`src/rtl/coin_pkg.sv`:
```
// rtl/coin_pkg.sv - shared state encoding for the coin credit front end
// Purpose: state enum whose codes drive the credit-display decoder directly
//   (5=0.00, 6=0.25, 7=0.50, 8=0.75, 9=VEND), plus small credit helpers.
// Ports: none (package).
package coin_pkg;

  typedef enum logic [3:0] {
    S0   = 4'd5,
    S25  = 4'd6,
    S50  = 4'd7,
    S75  = 4'd8,
    VEND = 4'd9
  } coin_state_t;

  // Quarters held in a credit state; VEND and illegal codes report 0.
  function automatic logic [1:0] credit_of(input coin_state_t st);
    case (st)
      S25:     credit_of = 2'd1;
      S50:     credit_of = 2'd2;
      S75:     credit_of = 2'd3;
      default: credit_of = 2'd0;
    endcase
  endfunction

  // State reached from a credit state after one accepted coin.
  function automatic coin_state_t next_on_coin(input coin_state_t st);
    case (st)
      S0:      next_on_coin = S25;
      S25:     next_on_coin = S50;
      S50:     next_on_coin = S75;
      default: next_on_coin = VEND;
    endcase
  endfunction

endpackage

```
`src/rtl/btn_sync_debounce.sv`:
```
// rtl/btn_sync_debounce.sv - synchroniser, debouncer and rising-edge pulser
// Purpose: condition one raw, bouncy, asynchronous push-button.
// Ports:
//   clk    in  system clock
//   rst    in  asynchronous active-high reset
//   raw    in  raw button level, asynchronous to clk
//   pulse  out registered one-cycle pulse on each accepted press
module btn_sync_debounce #(
  parameter int DEBOUNCE_CYCLES = 500000
) (
  input  logic clk,
  input  logic rst,
  input  logic raw,
  output logic pulse
);

  localparam int CW = $clog2(DEBOUNCE_CYCLES + 1);
  localparam logic [CW-1:0] CNT_LAST = CW'(DEBOUNCE_CYCLES - 1);

  logic          sync1;
  logic          sync2;
  logic          filt;
  logic          filt_d;
  logic [CW-1:0] cnt;

  always_ff @(posedge clk or posedge rst) begin
    if (rst) begin
      sync1  <= 1'b0;
      sync2  <= 1'b0;
      filt   <= 1'b0;
      filt_d <= 1'b0;
      pulse  <= 1'b0;
      cnt    <= '0;
    end else begin
      sync1  <= raw;
      sync2  <= sync1;
      filt_d <= filt;
      pulse  <= filt & ~filt_d;
      // The counter only advances while the synchronised level disagrees with
      // the filtered level; the DEBOUNCE_CYCLES-th disagreeing cycle flips it.
      if (sync2 == filt) begin
        cnt <= '0;
      end else if (cnt == CNT_LAST) begin
        filt <= sync2;
        cnt  <= '0;
      end else begin
        cnt <= cnt + CW'(1);
      end
    end
  end

endmodule

```
`src/rtl/coin_credit_fsm.sv`:
```
// rtl/coin_credit_fsm.sv - quarter credit accumulation FSM with vend and refund
// Purpose: accumulate credit from debounced coin presses, vend at 1.00,
//   refund on cancel.
// Ports:
//   clk              in  system clock
//   rst              in  asynchronous active-high reset
//   coin_in          in  raw coin button
//   cancel_in        in  raw cancel button
//   state_code       out credit state code to the display decoder (5..9)
//   vend             out high for the whole of state VEND
//   refund_valid     out one-cycle pulse when a cancel is accepted
//   refund_quarters  out quarters refunded, valid with refund_valid
//   reject           out one-cycle pulse when a coin arrives during VEND
module coin_credit_fsm
  import coin_pkg::*;
#(
  parameter int DEBOUNCE_CYCLES = 500000,
  parameter int VEND_CYCLES     = 50000000
) (
  input  logic       clk,
  input  logic       rst,
  input  logic       coin_in,
  input  logic       cancel_in,
  output logic [3:0] state_code,
  output logic       vend,
  output logic       refund_valid,
  output logic [1:0] refund_quarters,
  output logic       reject
);

  localparam int VW = $clog2(VEND_CYCLES + 1);
  localparam logic [VW-1:0] VEND_LAST = VW'(VEND_CYCLES - 1);

  logic          coin_p;
  logic          cancel_p;
  coin_state_t   state;
  logic [VW-1:0] vcnt;

  btn_sync_debounce #(.DEBOUNCE_CYCLES(DEBOUNCE_CYCLES)) u_coin (
    .clk   (clk),
    .rst   (rst),
    .raw   (coin_in),
    .pulse (coin_p)
  );

  btn_sync_debounce #(.DEBOUNCE_CYCLES(DEBOUNCE_CYCLES)) u_cancel (
    .clk   (clk),
    .rst   (rst),
    .raw   (cancel_in),
    .pulse (cancel_p)
  );

  assign state_code = state;

  always_ff @(posedge clk or posedge rst) begin
    if (rst) begin
      state           <= S0;
      vend            <= 1'b0;
      vcnt            <= '0;
      refund_valid    <= 1'b0;
      refund_quarters <= 2'd0;
      reject          <= 1'b0;
    end else begin
      refund_valid    <= 1'b0;
      refund_quarters <= 2'd0;
      reject          <= 1'b0;
      case (state)
        S0, S25, S50, S75: begin
          // Cancel has priority: a simultaneous coin is simply dropped.
          if (cancel_p) begin
            state           <= S0;
            refund_valid    <= 1'b1;
            refund_quarters <= credit_of(state);
          end else if (coin_p) begin
            state <= next_on_coin(state);
            if (state == S75) begin
              vend <= 1'b1;
              vcnt <= '0;
            end
          end
        end
        VEND: begin
          if (coin_p) begin
            reject <= 1'b1;
          end
          if (vcnt == VEND_LAST) begin
            state <= S0;
            vend  <= 1'b0;
            vcnt  <= '0;
          end else begin
            vcnt <= vcnt + VW'(1);
          end
        end
        default: begin
          state <= S0;
          vend  <= 1'b0;
          vcnt  <= '0;
        end
      endcase
    end
  end

endmodule

```
`config.mk`:
```
export PLATFORM = sky130hd
export DESIGN_NAME = coin_credit_fsm
export DESIGN_NICKNAME = d
export VERILOG_FILES = /design/src/rtl/coin_pkg.sv /design/src/rtl/btn_sync_debounce.sv /design/src/rtl/coin_credit_fsm.sv
export SDC_FILE = /design/constraint.sdc
export NUM_CORES = 1
export LEC_CHECK = 0
export ABC_AREA = 0
export CAP_MARGIN = 20
export CORE_MARGIN = 10
export CORE_UTILIZATION = 52
export CTS_CLUSTER_SIZE = 25
export DETAILED_ROUTE_END_ITERATION = 10
export MAX_ROUTING_LAYER = met4
export PLACE_DENSITY_LB_ADDON = 0.2
export SKIP_LAST_GASP = 1
export SLEW_MARGIN = 10
export SYNTH_ARGS = -nofsm -noshare
export SYNTH_HDL_FRONTEND = slang
export SYNTH_SLANG_ARGS = --single-unit
```
`constraint.sdc`:
```
create_clock -name clk -period 4 [get_ports clk]
set_input_delay 1 -clock clk [delete_from_list [all_inputs] [get_ports clk]]
set_output_delay 1 -clock clk [all_outputs]
set_load 0.005 [all_outputs]
```
==> metrics.txt, run 1 <==
Initial Utilization=0.5413; Layout fillers=646; Yosys top cell area share=0.5082; clock root cell=clkbuf_8; share of power burned in registers=0.599; Leak=1.823 nW; Die Wd=107.6 um; port bufs=12; Vias/cell=5.674; die area=0.01157 mm2; crit end category=register; CTS Hold Buffers Added=0; Clock Power Share=0.375; synthesized flop and latch total=83; status=complete, no violations; CTS resizes=0; # DRC=0; Layout area overhead=9.975%; slew margin rel.=0.3682; wire per inst=14.74 um; CTS tree=yes; count of final hold-check violations=0; largest net degree at the start of global routing=39; Post-synth EDFFs=0; R2R depth=5; Setup TNS=0 ns; Syn. warnings=0; Placed Area=0.004217 mm2; fmax=374.1 MHz; CP max FO=11; first-pass GRT wire length=13990 um; total number of vias=3024; number of global-route vias before repair=2970; Die Y=107.6 um; clk sinks=83; Crit path arrival time=2.95 ns; clk buf depth=2; Period minus WS final=2.673 ns; largest cells by area after synthesis=dfrtp_1 51%, nor2_1 5.6%, xnor2_1 4.2%, xor2_1 4.2%, nand2_1 3.2%; Main synth FF type=dfrtp_1; number of CTS-inserted buffers=9; hpwl dp=5556 um; worst vdd ir=0.2972 mV; Slew @ Worst Pin=0.9476 ns; Worst Setup Start Kind=register; Max Clock Skew=0.009572 ns; Syn Nets=422; GRT Total Usage=0.1515; Pre-antenna DRT Iters=4; setup violators final=0; Synth area leader=dfrtp_1; syn_area_per_cell=9.635 um2; Hold Crit Depth=0; Post-Syn Instances=414; PD cells=324.1 mW/mm2; CORE AREA=0.007370 mm2; worst hold slack=0.3544 ns; Post-Syn Area=0.003989 mm2; Sw Pwr=0.3403 mW; RSZ-0062 raised after global routing=false; total gr overflow=0; ANT cells=0; clock latency on the worst-skew pair=0.36 ns; highest-count cells in the layout ignoring fill and taps=81 x dfrtp_1, 60 x nor2_1, 34 x nand2_1; Max Cap Viol=0; share of cells above drive strength 1=0.08525; crit path kind=reg2reg; CP required=4.27 ns; Sw Ratio=0.2394; nets=437; Unique masters post-synth=50; post-route ant nets=0; postcts setup bufs=0; antenna violations before repair=0; combinational power share=0.026; gpl congestion=0.9052; final wirelength=7859 um; Worst-path clk slew=0.08 ns; Async S/R FF share, synth=1.000; max-slew violation count=0; row cnt=31; most common cell after layout, fill and taps aside=dfrtp_1; H-Tree Depth=3; drt initial violations=109; fin crit share=0.6684; I/O pins=13; internal power=1.081 mW; design area=0.004387 mm2; Hold Crit Class=reg2reg; register area share after synthesis=0.5213
-- final timing paths --
kind | from | endpoint | slack (ns)
worst min-delay path | u_coin.sync1 | u_coin.sync2 | 0.35
worst max-delay path | state_code[1] | vcnt[24] | 1.33
min in group asynchronous | rst | u_coin.cnt[8] | 1.03
worst max register to register | state_code[1] | vcnt[24] | 1.33
max in group asynchronous | rst | u_coin.filt_d | 2.28
worst min register to register | u_coin.sync1 | u_coin.sync2 | 0.35
-- flip-flops by register name (all words and copies together), names as in the netlist, 2 cells and up --
signal,count
u_cancel.cnt,19
refund_quarters,2
u_coin.cnt,19
state_code,4
vcnt,26
-- cell usage after synthesis (all sizes together), types with 3 or more instances --
cell type	count
dfrtp	81
nor2	61
nand2	34
nand3	25
xnor2	19
xor2	19
o21ai	18
nor3	17
inv	13
nand4	13
a21oi	11
clkbuf	10
or3	9
and3	8
a31oi	7
and4	6
nor4	6
a22o	4
ha	4
nor2b	4
nor4b	4
or2	4
a21o	3
mux2	3
nand2b	3
nor3b	3
or4	3
-- power by group through the flow --
| stage | clock network (mW) | logic [mW] | registers, mW |
|---|---|---|---|
| 2_1_floorplan | 0 | 0.0268 | 0.867 |
| 3_3_place_gp | 0 | 0.0390 | 0.868 |
| 3_5_place_dp | 0 | 0.0391 | 0.868 |
| 4_1_cts | 0.548 | 0.0393 | 0.851 |
| 5_1_grt | 0.582 | 0.0442 | 0.852 |
| 6_report | 0.533 | 0.0376 | 0.851 |
-- cell type report --
class                   count  area (um2)  area share
inverters                  13       50.05     0.01141
flip-flops and latches     83        2079      0.4740
repair buffers             16       150.1     0.03423
clock buffers              10       127.6     0.02909
well taps                  99       123.9     0.02824
clock inverters             6       42.54    0.009698
multi-input cells         306        1813      0.4133
-- worst max-delay path: stages (launching register included) --
cell and delay, ns:
dfrtp_1 0.47, or4b_2 0.73, o22ai_1 0.77, nor4_1 0.23
and3_1 0.24, nor3_1 0.16
-- logic make-up after synthesis --
logic type / synth area share
adder cells (fa/ha/maj): 0.01255
flip-flops: 0.5213
XOR/XNOR: 0.08344
AO/OA/AOI/OAI: 0.08689
buffers and inverters: 0.02415
multiplexers: 0.01098
AND/OR/NAND/NOR: 0.2607
-- layer usage --
metal / global-route usage / share of wire / vias up
li1: - / - / 1477
met5: - / 0 / -
met2: 0.2355 / 0.48 / 45
met3: 0.02814 / 0.028 / 10
met1: 0.1916 / 0.48 / 1492
met4: 0.05916 / 0.014 / 0
-- metrics by stage --
step / setup WS (ns) / utilization / instances / power [mW]
2_1_floorplan: 0.8665 / - / 414 / 0.8935
3_3_place_gp: 1.438 / 0.5722 / 517 / 0.9066
3_5_place_dp: 1.311 / 0.5722 / 517 / 0.9070
4_1_cts: 1.321 / 0.5952 / 533 / 1.438
5_1_grt: 1.108 / 0.5952 / 533 / 1.479
6_report: 1.327 / 0.5952 / 533 / 1.422
No activity file was read; power rests on OpenSTA's default activity.
==> inputs of run 2 (changes only) <==
- clock period: 4 -> 2.25 ns (I/O delays scaled with it)
==> run 2 against run 1 <==
- sequential share of layout area is 2.1 points lower
- clock-buffer cell count is 1 higher
- routed wire length is 0.84% higher
- fmax is 23% higher
- combinational power is 94% higher
- critical path type unchanged
- largest power group unchanged
==> metrics.txt, run 2 (synthesis results as in run 1) <==
# DRC=0 (unchanged); crit path kind=reg2reg; status=complete, no violations; Max Clock Skew=0.01019 ns (+0.0006146 ns); H-Tree Depth=3 (unchanged); Leak=1.927 nW (+5.7%); clock root cell=clkbuf_8; highest routed layer=met4; post-route ant nets=0 (unchanged); total number of vias=3071 (+1.6%); fmax=460.8 MHz (+23%); DR WL met3=274 um (+25%); die area=0.01157 mm2 (unchanged); Setup TNS=0 ns (unchanged); clock latency on the worst-skew pair=0.35 ns (about the same); area of the multi-input gates=0.001823 mm2 (+0.55%); Period minus WS final=2.170 ns (-0.5032 ns); max reg flops=26 (unchanged); share of cells above drive strength 1=0.1203 (+0.03501); clk sinks=83 (unchanged); setup violators final=0 (unchanged); row cnt=31 (unchanged); Util after Layout=0.6229 (+0.02767); first-pass GRT wire length=13830 um (-1.1%); Vias/cell=5.604 (-1.2%); largest net degree at the start of global routing=32 (-18%); Initial Utilization=0.5413 (unchanged); postcts setup bufs=0 (unchanged); CP required=2.50 ns (-1.77 ns); biggest regs=vcnt: 26 flops, u_cancel.cnt: 19 flops, u_coin.cnt: 19 flops; M1 WL=3682 um (-2.0%); highest-count cells in the layout ignoring fill and taps=81 x dfrtp_1, 60 x nor2_1, 34 x nand2_1; number of global-route vias before repair=2973 (+0.10%); Die Wd=107.6 um (unchanged); GRT Total Usage=0.1505 (-0.001033); Worst-path clk slew=0.08 ns (about the same); Layout fillers=612 (-5.3%); hpwl dp=5446 um (-2.0%); RSZ-0062 raised after global routing=true; PD cells=599.6 mW/mm2 (+85%); nets=453 (+3.7%); Pre-antenna DRT Iters=4 (unchanged); max-slew violation count=0 (unchanged); wire per inst=14.46 um (-1.9%); drt initial violations=129 (+18%); clk buf depth=2 (unchanged); I/O pins=13 (unchanged); pre-CTS setup slack=0.06047 ns (-1.251 ns); CP max FO=9 (-2); gpl congestion=0.9063 (+0.12%); Worst Slack Setup Final=0.07974 ns (-1.247 ns); ANT cells=0 (unchanged); Worst Setup Start Kind=register; Max Cap Viol=0 (unchanged); met2 wire len=3826 um (+1.6%); Layout area overhead=15.09%; worst vdd ir=0.3808 mV (+28%); design area=0.004591 mm2 (+4.6%); CTS tree=yes; Reg area=0.002079 mm2 (unchanged); Reg with most FFs=vcnt; total gr overflow=0 (unchanged); Placed Area=0.004364 mm2 (+3.5%); most common cell after layout, fill and taps aside=dfrtp_1; crit end category=register; CORE AREA=0.007370 mm2 (unchanged); fin crit share=0.9646 (+0.2962); fin cells=548 (+2.8%); count of final hold-check violations=0 (unchanged); Placed Instances=533 (+3.1%); Slew @ Worst Pin=0.6271 ns (-0.3205 ns); Hold Crit Class=reg2reg; slew margin rel.=0.5781 (+0.2098); antenna violations before repair=0 (unchanged); number of CTS-inserted buffers=9 (unchanged); final wirelength=7925 um (+0.84%); port bufs=12 (unchanged); Die Y=107.6 um (unchanged); Crit path arrival time=2.42 ns (-0.53 ns)
-- run 2: cell count changes in the layout (fill, tap and decap cells not counted) --
cell        previous run  this run
or4_1                  2         1
nor4_2                 0         1
nor4_1                 6         5
bufinv_16              0         2
buf_4                  4        18
clkinv_4               2         0
or4_4                  1         2
buf_12                 0         2
clkinvlp_4             2         3
clkbuf_8               9        10
clkinv_2               3         0
-- run 2: critical path: stages, from the launching register on --
cell,delay (ns)
dfstp_2,0.43
or4b_2,0.71
o22ai_1,0.30
buf_4,0.20
nor2_2,0.05
buf_4,0.17
nor3_1,0.21
-- run 2: metrics by stage --
step | hold WS (ns) | power (mW)
after detailed placement | 0.3347 | 1.619
after CTS | 0.3532 | 2.782
after global placement | 0.3347 | 1.617
final | 0.3514 | 2.752
after floorplan | 0.3312 | 1.589
after global routing | 0.3602 | 2.871
-- run 2: area by class of cell --
type / instances / area share
inverter: 13 / 0.01145
multi-input combinational: 306 / 0.3971
clock inverter: 4 / 0.01635
tap: 99 / 0.02698
clock buffer: 11 / 0.03080
sequential: 83 / 0.4530
timing repair buffer: 32 / 0.06432
-- run 2: power by group --
group / leakage (nW) / switching, mW / total [mW] / internal, mW
clock: 0.102 / 0.516 / 1.17 / 0.650
combinational: 0.687 / 0.0490 / 0.0728 / 0.0238
sequential: 1.14 / 0.0107 / 1.51 / 1.50
total: 1.93 / 0.576 / 2.75 / 2.18
-- run 2: final timing paths --
kind	start	end	slack, ns	depth (start not counted)
max	state_code[0]	vcnt[20]	0.08	6
min	u_cancel.sync1	u_cancel.sync2	0.35	0
max reg2reg	state_code[0]	vcnt[20]	0.08	6
min reg2reg	u_cancel.sync1	u_cancel.sync2	0.35	0
max in group asynchronous	rst	state_code[0]	1.18	3
min in group asynchronous	rst	u_coin.cnt[1]	0.54	2
-- run 2: timing repair --
action / CTS / global route
resized for setup: 0 / 2
setup endpoints to repair: 0 / 10
hold buffers: 0 / 0
-- run 2: per-layer routing --
metal,track usage,vias to the layer above
li1,-,1512
met1,0.1905,1496
met2,0.2268,51
met3,0.04371,12
met4,0.04866,0
met5,-,-
==> inputs of run 3 (changes only) <==
- clock period: 2.25 -> 2 ns (I/O delays scaled with it)
==> run 3 against run 2 <==
- sequential power grew 13%
- clock skew grew 0.0028 ns
- total power grew 9.1%
- combinational power grew 13%
- routed wire length grew 13%
- core utilization grew 5.9 points
- first-iteration DRC count grew 38%
- cell count grew 7.1%
- critical endpoint is now state_code[1]
- fmax grew 2.3%
- the flow now finishes with violations (negative setup slack)
- sequential share of layout area shrank 3.9 points
- sequential cell count is the same
- register-to-register slack lost 0.20 ns
==> metrics.txt, run 3 (synthesis results as in run 1) <==
number of global-route vias before repair=3202 (+7.7%); highest-count cells in the layout ignoring fill and taps=80 x dfrtp_1, 59 x nor2_1, 53 x buf_4; Worst Slack Setup Final=-0.1216 ns (-0.2013 ns); total gr overflow=0 (unchanged); slowest cell on the critical path=or4b_4; Vias/cell=5.629 (+0.44%); # DRC=0 (unchanged); Initial Utilization=0.5413 (unchanged); most common cell after layout, fill and taps aside=dfrtp_1; crit-path max cell delay=0.56 ns (-0.15 ns); CTS Hold Buffers Added=0 (unchanged); Worst Setup Start Kind=register; slew margin rel.=0.6479 (+0.06981); crit end category=register; total number of vias=3304 (+7.6%); number of CTS-inserted buffers=9 (unchanged); wire per inst=15.20 um (+5.1%); Util after Layout=0.6818 (+0.05891); worst vdd ir=0.4466 mV (+17%); port bufs=12 (unchanged); clk sinks=83 (unchanged); Setup TNS=-0.3387 ns (-0.3387 ns); RSZ-0062 raised after global routing=true; max reg flops=26 (unchanged); post-route ant nets=0 (unchanged); Leak=2.144 nW (+11%); Placed Instances=562 (+5.4%); Layout fillers=557 (-9.0%); clk buf depth=2 (unchanged); Crit path arrival time=2.39 ns (-0.03 ns); drt initial violations=178 (+38%); Max Cap Viol=0 (unchanged); clock root cell=clkbuf_8; hpwl dp=5847 um (+7.4%); Die Y=107.6 um (unchanged); area of the multi-input gates=0.001983 mm2 (+8.8%); I/O pins=13 (unchanged); Worst-path clk slew=0.09 ns (about the same); Max Clock Skew=0.01296 ns (+0.002773 ns); nets=491 (+8.4%); CP bufs+invs=1 (-1); CORE AREA=0.007370 mm2 (unchanged); CP required=2.27 ns (-0.23 ns); fin crit share=1.061 (+0.09622); Hold Crit Class=reg2reg; clock latency on the worst-skew pair=0.35 ns (about the same); first-pass GRT wire length=14600 um (+5.5%); design area=0.005025 mm2 (+9.5%); H-Tree Depth=3 (unchanged); Slew @ Worst Pin=0.5263 ns (-0.1009 ns); largest net degree at the start of global routing=39 (+22%); setup violators final=15 (+15); PD cells=597.6 mW/mm2 (-0.34%); die area=0.01157 mm2 (unchanged); fin cells=587 (+7.1%); antenna violations before repair=0 (unchanged); CP Cell Sequence=or4b_4, nor4_4, buf_4, a31oi_4, or3_1, a211oi_2; count of final hold-check violations=0 (unchanged); Layout area overhead=25.97%; pre-CTS setup slack=-0.1188 ns (-0.1792 ns); Pre-antenna DRT Iters=6 (+2); share of cells above drive strength 1=0.2357 (+0.1154); Reg area=0.002081 mm2 (about the same); crit path kind=reg2reg; gpl congestion=0.8481 (-6.4%); max-slew violation count=0 (unchanged); fmax=471.4 MHz (+2.3%); row cnt=31 (unchanged); ANT cells=0 (unchanged); status=finished, violations left; CP delay by family, top=simple AND/OR/NAND/NOR gates; Period minus WS final=2.122 ns (-0.04871 ns); Placed Area=0.004602 mm2 (+5.4%); biggest regs=vcnt: 26 flops, u_cancel.cnt: 19 flops, u_coin.cnt: 19 flops; Die Wd=107.6 um (unchanged); Reg with most FFs=vcnt; GRT Total Usage=0.1586 (+0.008116); final wirelength=8921 um (+13%); CTS tree=yes; failing checks=negative setup slack; CP max FO=3 (-6)
[run 3: cell count changes in the layout (fill, tap and decap cells not counted), sizes merged]
| cell | delta |
|---|---|
| buf | +37 |
| bufinv | -1 |
| a31o | +1 |
| clkbuf | -1 |
| clkinv | +4 |
| clkinvlp | -1 |
| clkdlybuf4s50 | -2 |
| dlygate4sd2 | +2 |
[run 3: what timing repair did]
item / 4_1_cts / 5_1_grt
setup buffers: 3 / 5
pin swaps: 1 / 9
resized for setup: 4 / 29
cloned: 0 / 1
setup endpoints to repair: 17 / 29
[run 3: per-stage QoR]
stage          hold slack [ns]  power [mW]
2_1_floorplan           0.3312       1.788
3_3_place_gp            0.3349       1.819
3_5_place_dp            0.3347       1.821
4_1_cts                 0.3535       3.029
5_1_grt                 0.3560       3.113
6_report                0.3509       3.003
[run 3: routing by layer]
layer,track usage,vias to the layer above,share of wire
met5,-,-,0
met4,0.08015,0,0.028
met3,0.02455,23,0.046
met2,0.2528,76,0.50
met1,0.1912,1613,0.43
li1,-,1592,-
[run 3: path summary, 6_finish.rpt]
path                                    from              to  slack, ns  cells past startpoint
worst max-delay path                vcnt[16]   state_code[1]      -0.12                      6
worst min-delay path            u_coin.sync1    u_coin.sync2       0.35                      0
worst max register to register      vcnt[16]   state_code[1]      -0.12                      6
worst min register to register  u_coin.sync1    u_coin.sync2       0.35                      0
max in group asynchronous                rst   state_code[1]       1.00                      3
min in group asynchronous                rst  u_coin.cnt[12]       0.47                      2
[run 3: area by class of cell]
cell class,count,share of cell area
clock buffers,10,0.02739
clock inverters,6,0.01295
inverters,13,0.01046
multi-input cells,307,0.3947
well taps,99,0.02465
flip-flops and latches,83,0.4141
repair buffers,69,0.1158
[run 3: worst reg2reg max path: stages (launching register included)]
cell,delay (ns)
dfrtp_1,0.40
or4b_4,0.57
nor4_4,0.21
buf_4,0.18
a31oi_4,0.11
or3_1,0.37
a211oi_2,0.20
[run 3: power breakdown]
group          internal, mW  switching, mW
Clock                 0.611          0.607
Sequential             1.69         0.0117
Combinational        0.0267         0.0557
Total                  2.33          0.675
==> patch: new RTL, config.mk and constraints of run 2 <==
`DEBOUNCE_CYCLES` is set to 500000 in 2 places; all go to 2000000.
--- a/src/rtl/btn_sync_debounce.sv
+++ b/src/rtl/btn_sync_debounce.sv
@@ -8,3 +8,3 @@
 module btn_sync_debounce #(
-  parameter int DEBOUNCE_CYCLES = 500000
+  parameter int DEBOUNCE_CYCLES = 2000000
 ) (
--- a/src/rtl/coin_credit_fsm.sv
+++ b/src/rtl/coin_credit_fsm.sv
@@ -16,3 +16,3 @@
 #(
-  parameter int DEBOUNCE_CYCLES = 500000,
+  parameter int DEBOUNCE_CYCLES = 2000000,
   parameter int VEND_CYCLES     = 50000000
Behaviour: same outputs for any inputs over 10 cycles, from zero or initial values and one cycle with rst high; that may be too few to reach the edited logic, so the function may still have changed.
==> patch against run 2 <==
Cell count grew 3.3%. Fmax grew 2.5%. Area after synthesis grew 6.7%. Power shrank 0.40%. Sequential cell count grew 4. Non-clock buffer count grew 1. Setup slack gained 0.053 ns. Clock power shrank 8%. Design area grew 5.3%. Global-route usage shrank 0.76 points. Wire length grew 6.5%. Critical path type unchanged.
==> patch: results (changes against run 2) <==
finish:
  reg_top3: "vcnt (26), u_cancel.cnt (21), u_coin.cnt (21)"  # was vcnt (26), u_cancel.cnt (19), u_coin.cnt (19)
  drive_gt1_share_pct: 11.4  # was 12.0%
  nets: 467  # was 453
place:
  dp_hpwl_mm: 5.92  # was 5.45 mm
  dp_slack_ns: 0.133  # was 0.0605 ns
  place.gp.congestion: 0.872  # was 0.906
  io_buffers: 12  # unchanged
routing:
  first_pass_iters: 5  # was 4
  avgRoutedWirePerCell_microns: 14.9  # was 14.5 microns
  first_iter_violations: 123  # was 129
  wl_met1_mm: 4.00  # was 3.68 mm
  wl_met2_mm: 4.01  # was 3.83 mm
  vias_per_cell: 5.73  # was 5.60
synthesis:
  ys_types: 52  # was 50
  synth.area.top_cells: "dfrtp_1 50%, xor2_1 5.6%, nor2_1 5.4%"  # was dfrtp_1 51%, nor2_1 5.6%, xnor2_1 4.2%
  yosys-top-cells-count: "85 x dfrtp_1, 61 x nor2_1, 33 x nand2_1"  # was 81 x dfrtp_1, 60 x nor2_1, 34 x nand2_1
  synth_nets: 434  # was 422
  ys_seq_area_share_pct: 51.2  # was 52.1%
grt:
  grt_max_degree: 33  # was 32
  grt.total_usage_pct: 14.3  # was 15.0%
  grt_pass1_vias: 3155  # was 2973
  grt_pass1_wl_mm: 14.7  # was 13.8 mm
timing:
  slew_headroom_pct: 63.1  # was 57.8%
  clock_skew_ns: 0.0143  # was 0.0102 ns
worst_setup_path:
  r2r.worst_path.cells: 5  # was 6
  slowest_delay_ns: 0.55  # was 0.71 ns
  crit_path_max_fanout: 10  # was 9
  slowest_stage: "or4_4"  # was or4b_2
clocking:
  cts_made_buffers: 9  # unchanged
  clock_latency_ns: 0.36
pwr:
  leakage_nw: 2.05  # was 1.93 nW
  irDropWorstVdd_mv: 0.325  # was 0.381 mV
  p_int_w: 0.00211  # was 0.00218 W
run_status:
  status: "finished clean"  # unchanged
## patch: cell types whose count changed after synthesis, moves of 5 or more
| cell | change |
|---|---|
| a31oi_1 | +6 |
| nand4_1 | +5 |
| o21ai_0 | -10 |
| or3_1 | -8 |
| xor2_1 | +8 |
## patch: cells by family (layout without fill, tap and decap cells)
group / after synthesis / count (layout) / share of synthesized area [%]
simple gates: 208 / 208 / 26.2
flops: 87 / 87 / 51.2
compound gates: 57 / 57 / 8.94
xor+xnor: 44 / 44 / 9.05
buf+inv: 22 / 60 / 2.44
fa+ha+maj: 4 / 4 / 1.18
mux: 4 / 4 / 0.999
## patch: power groups by stage
| stage | logic (W) | clock network, W | registers (W) |
|---|---|---|---|
| floorplan | 0.0000511 | 0 | 0.00161 |
| global placement | 0.0000780 | 0 | 0.00162 |
| detailed placement | 0.0000800 | 0 | 0.00162 |
| CTS | 0.0000801 | 0.00110 | 0.00158 |
| global route | 0.0000894 | 0.00118 | 0.00159 |
| finish | 0.0000763 | 0.00108 | 0.00158 |
## patch: path summary, 6_finish.rpt
check                                   to           start  slack [ns]
hold reg to reg             u_cancel.sync2  u_cancel.sync1        0.36
setup / recovery                  vcnt[13]        vcnt[11]        0.13
hold / removal              u_cancel.sync2  u_cancel.sync1        0.36
setup reg to reg                  vcnt[13]        vcnt[11]        0.13
min in group asynchronous  u_cancel.cnt[5]             rst        0.58
max in group asynchronous   u_cancel.sync1             rst        1.13
## patch: area by class of cell
class	instances	area, sq um	area share, %
timing repair buffer	33	303	6.27
inverter	11	45.0	0.932
sequential	87	2180	45.1
multi-input combinational	317	1990	41.1
tap	102	128	2.64
clock buffer	11	131	2.72
clock inverter	5	58.8	1.22
## patch: worst max-delay path: cells and delay by family, from the launching register on
family | cells | cell delay [ns]
AOI/OAI and AO/OA | 3 | 0.74
DFF | 1 | 0.39
and+or+nand+nor | 2 | 0.89
## patch: metal layers
metal / track usage [%] / vias up
met5: - / -
met4: 5.53 / 0
met3: 3.57 / 15
met2: 22.4 / 50
met1: 17.4 / 1600
li1: - / 1579
## patch: timing repair
item | in CTS | in global routing
gates resized for setup | 0 | 2
hold buffers | 0 | 0
setup endpoints to repair | 0 | 3
## patch: per-stage QoR
step / power, W / util (%) / instances
final: 0.00274 / 61.6 / 566
after global routing: 0.00286 / 61.6 / 566
after CTS: 0.00276 / 61.4 / 566
after detailed placement: 0.00170 / 59.0 / 550
after global placement: 0.00169 / 59.0 / 550
after floorplan: 0.00167 / - / 426
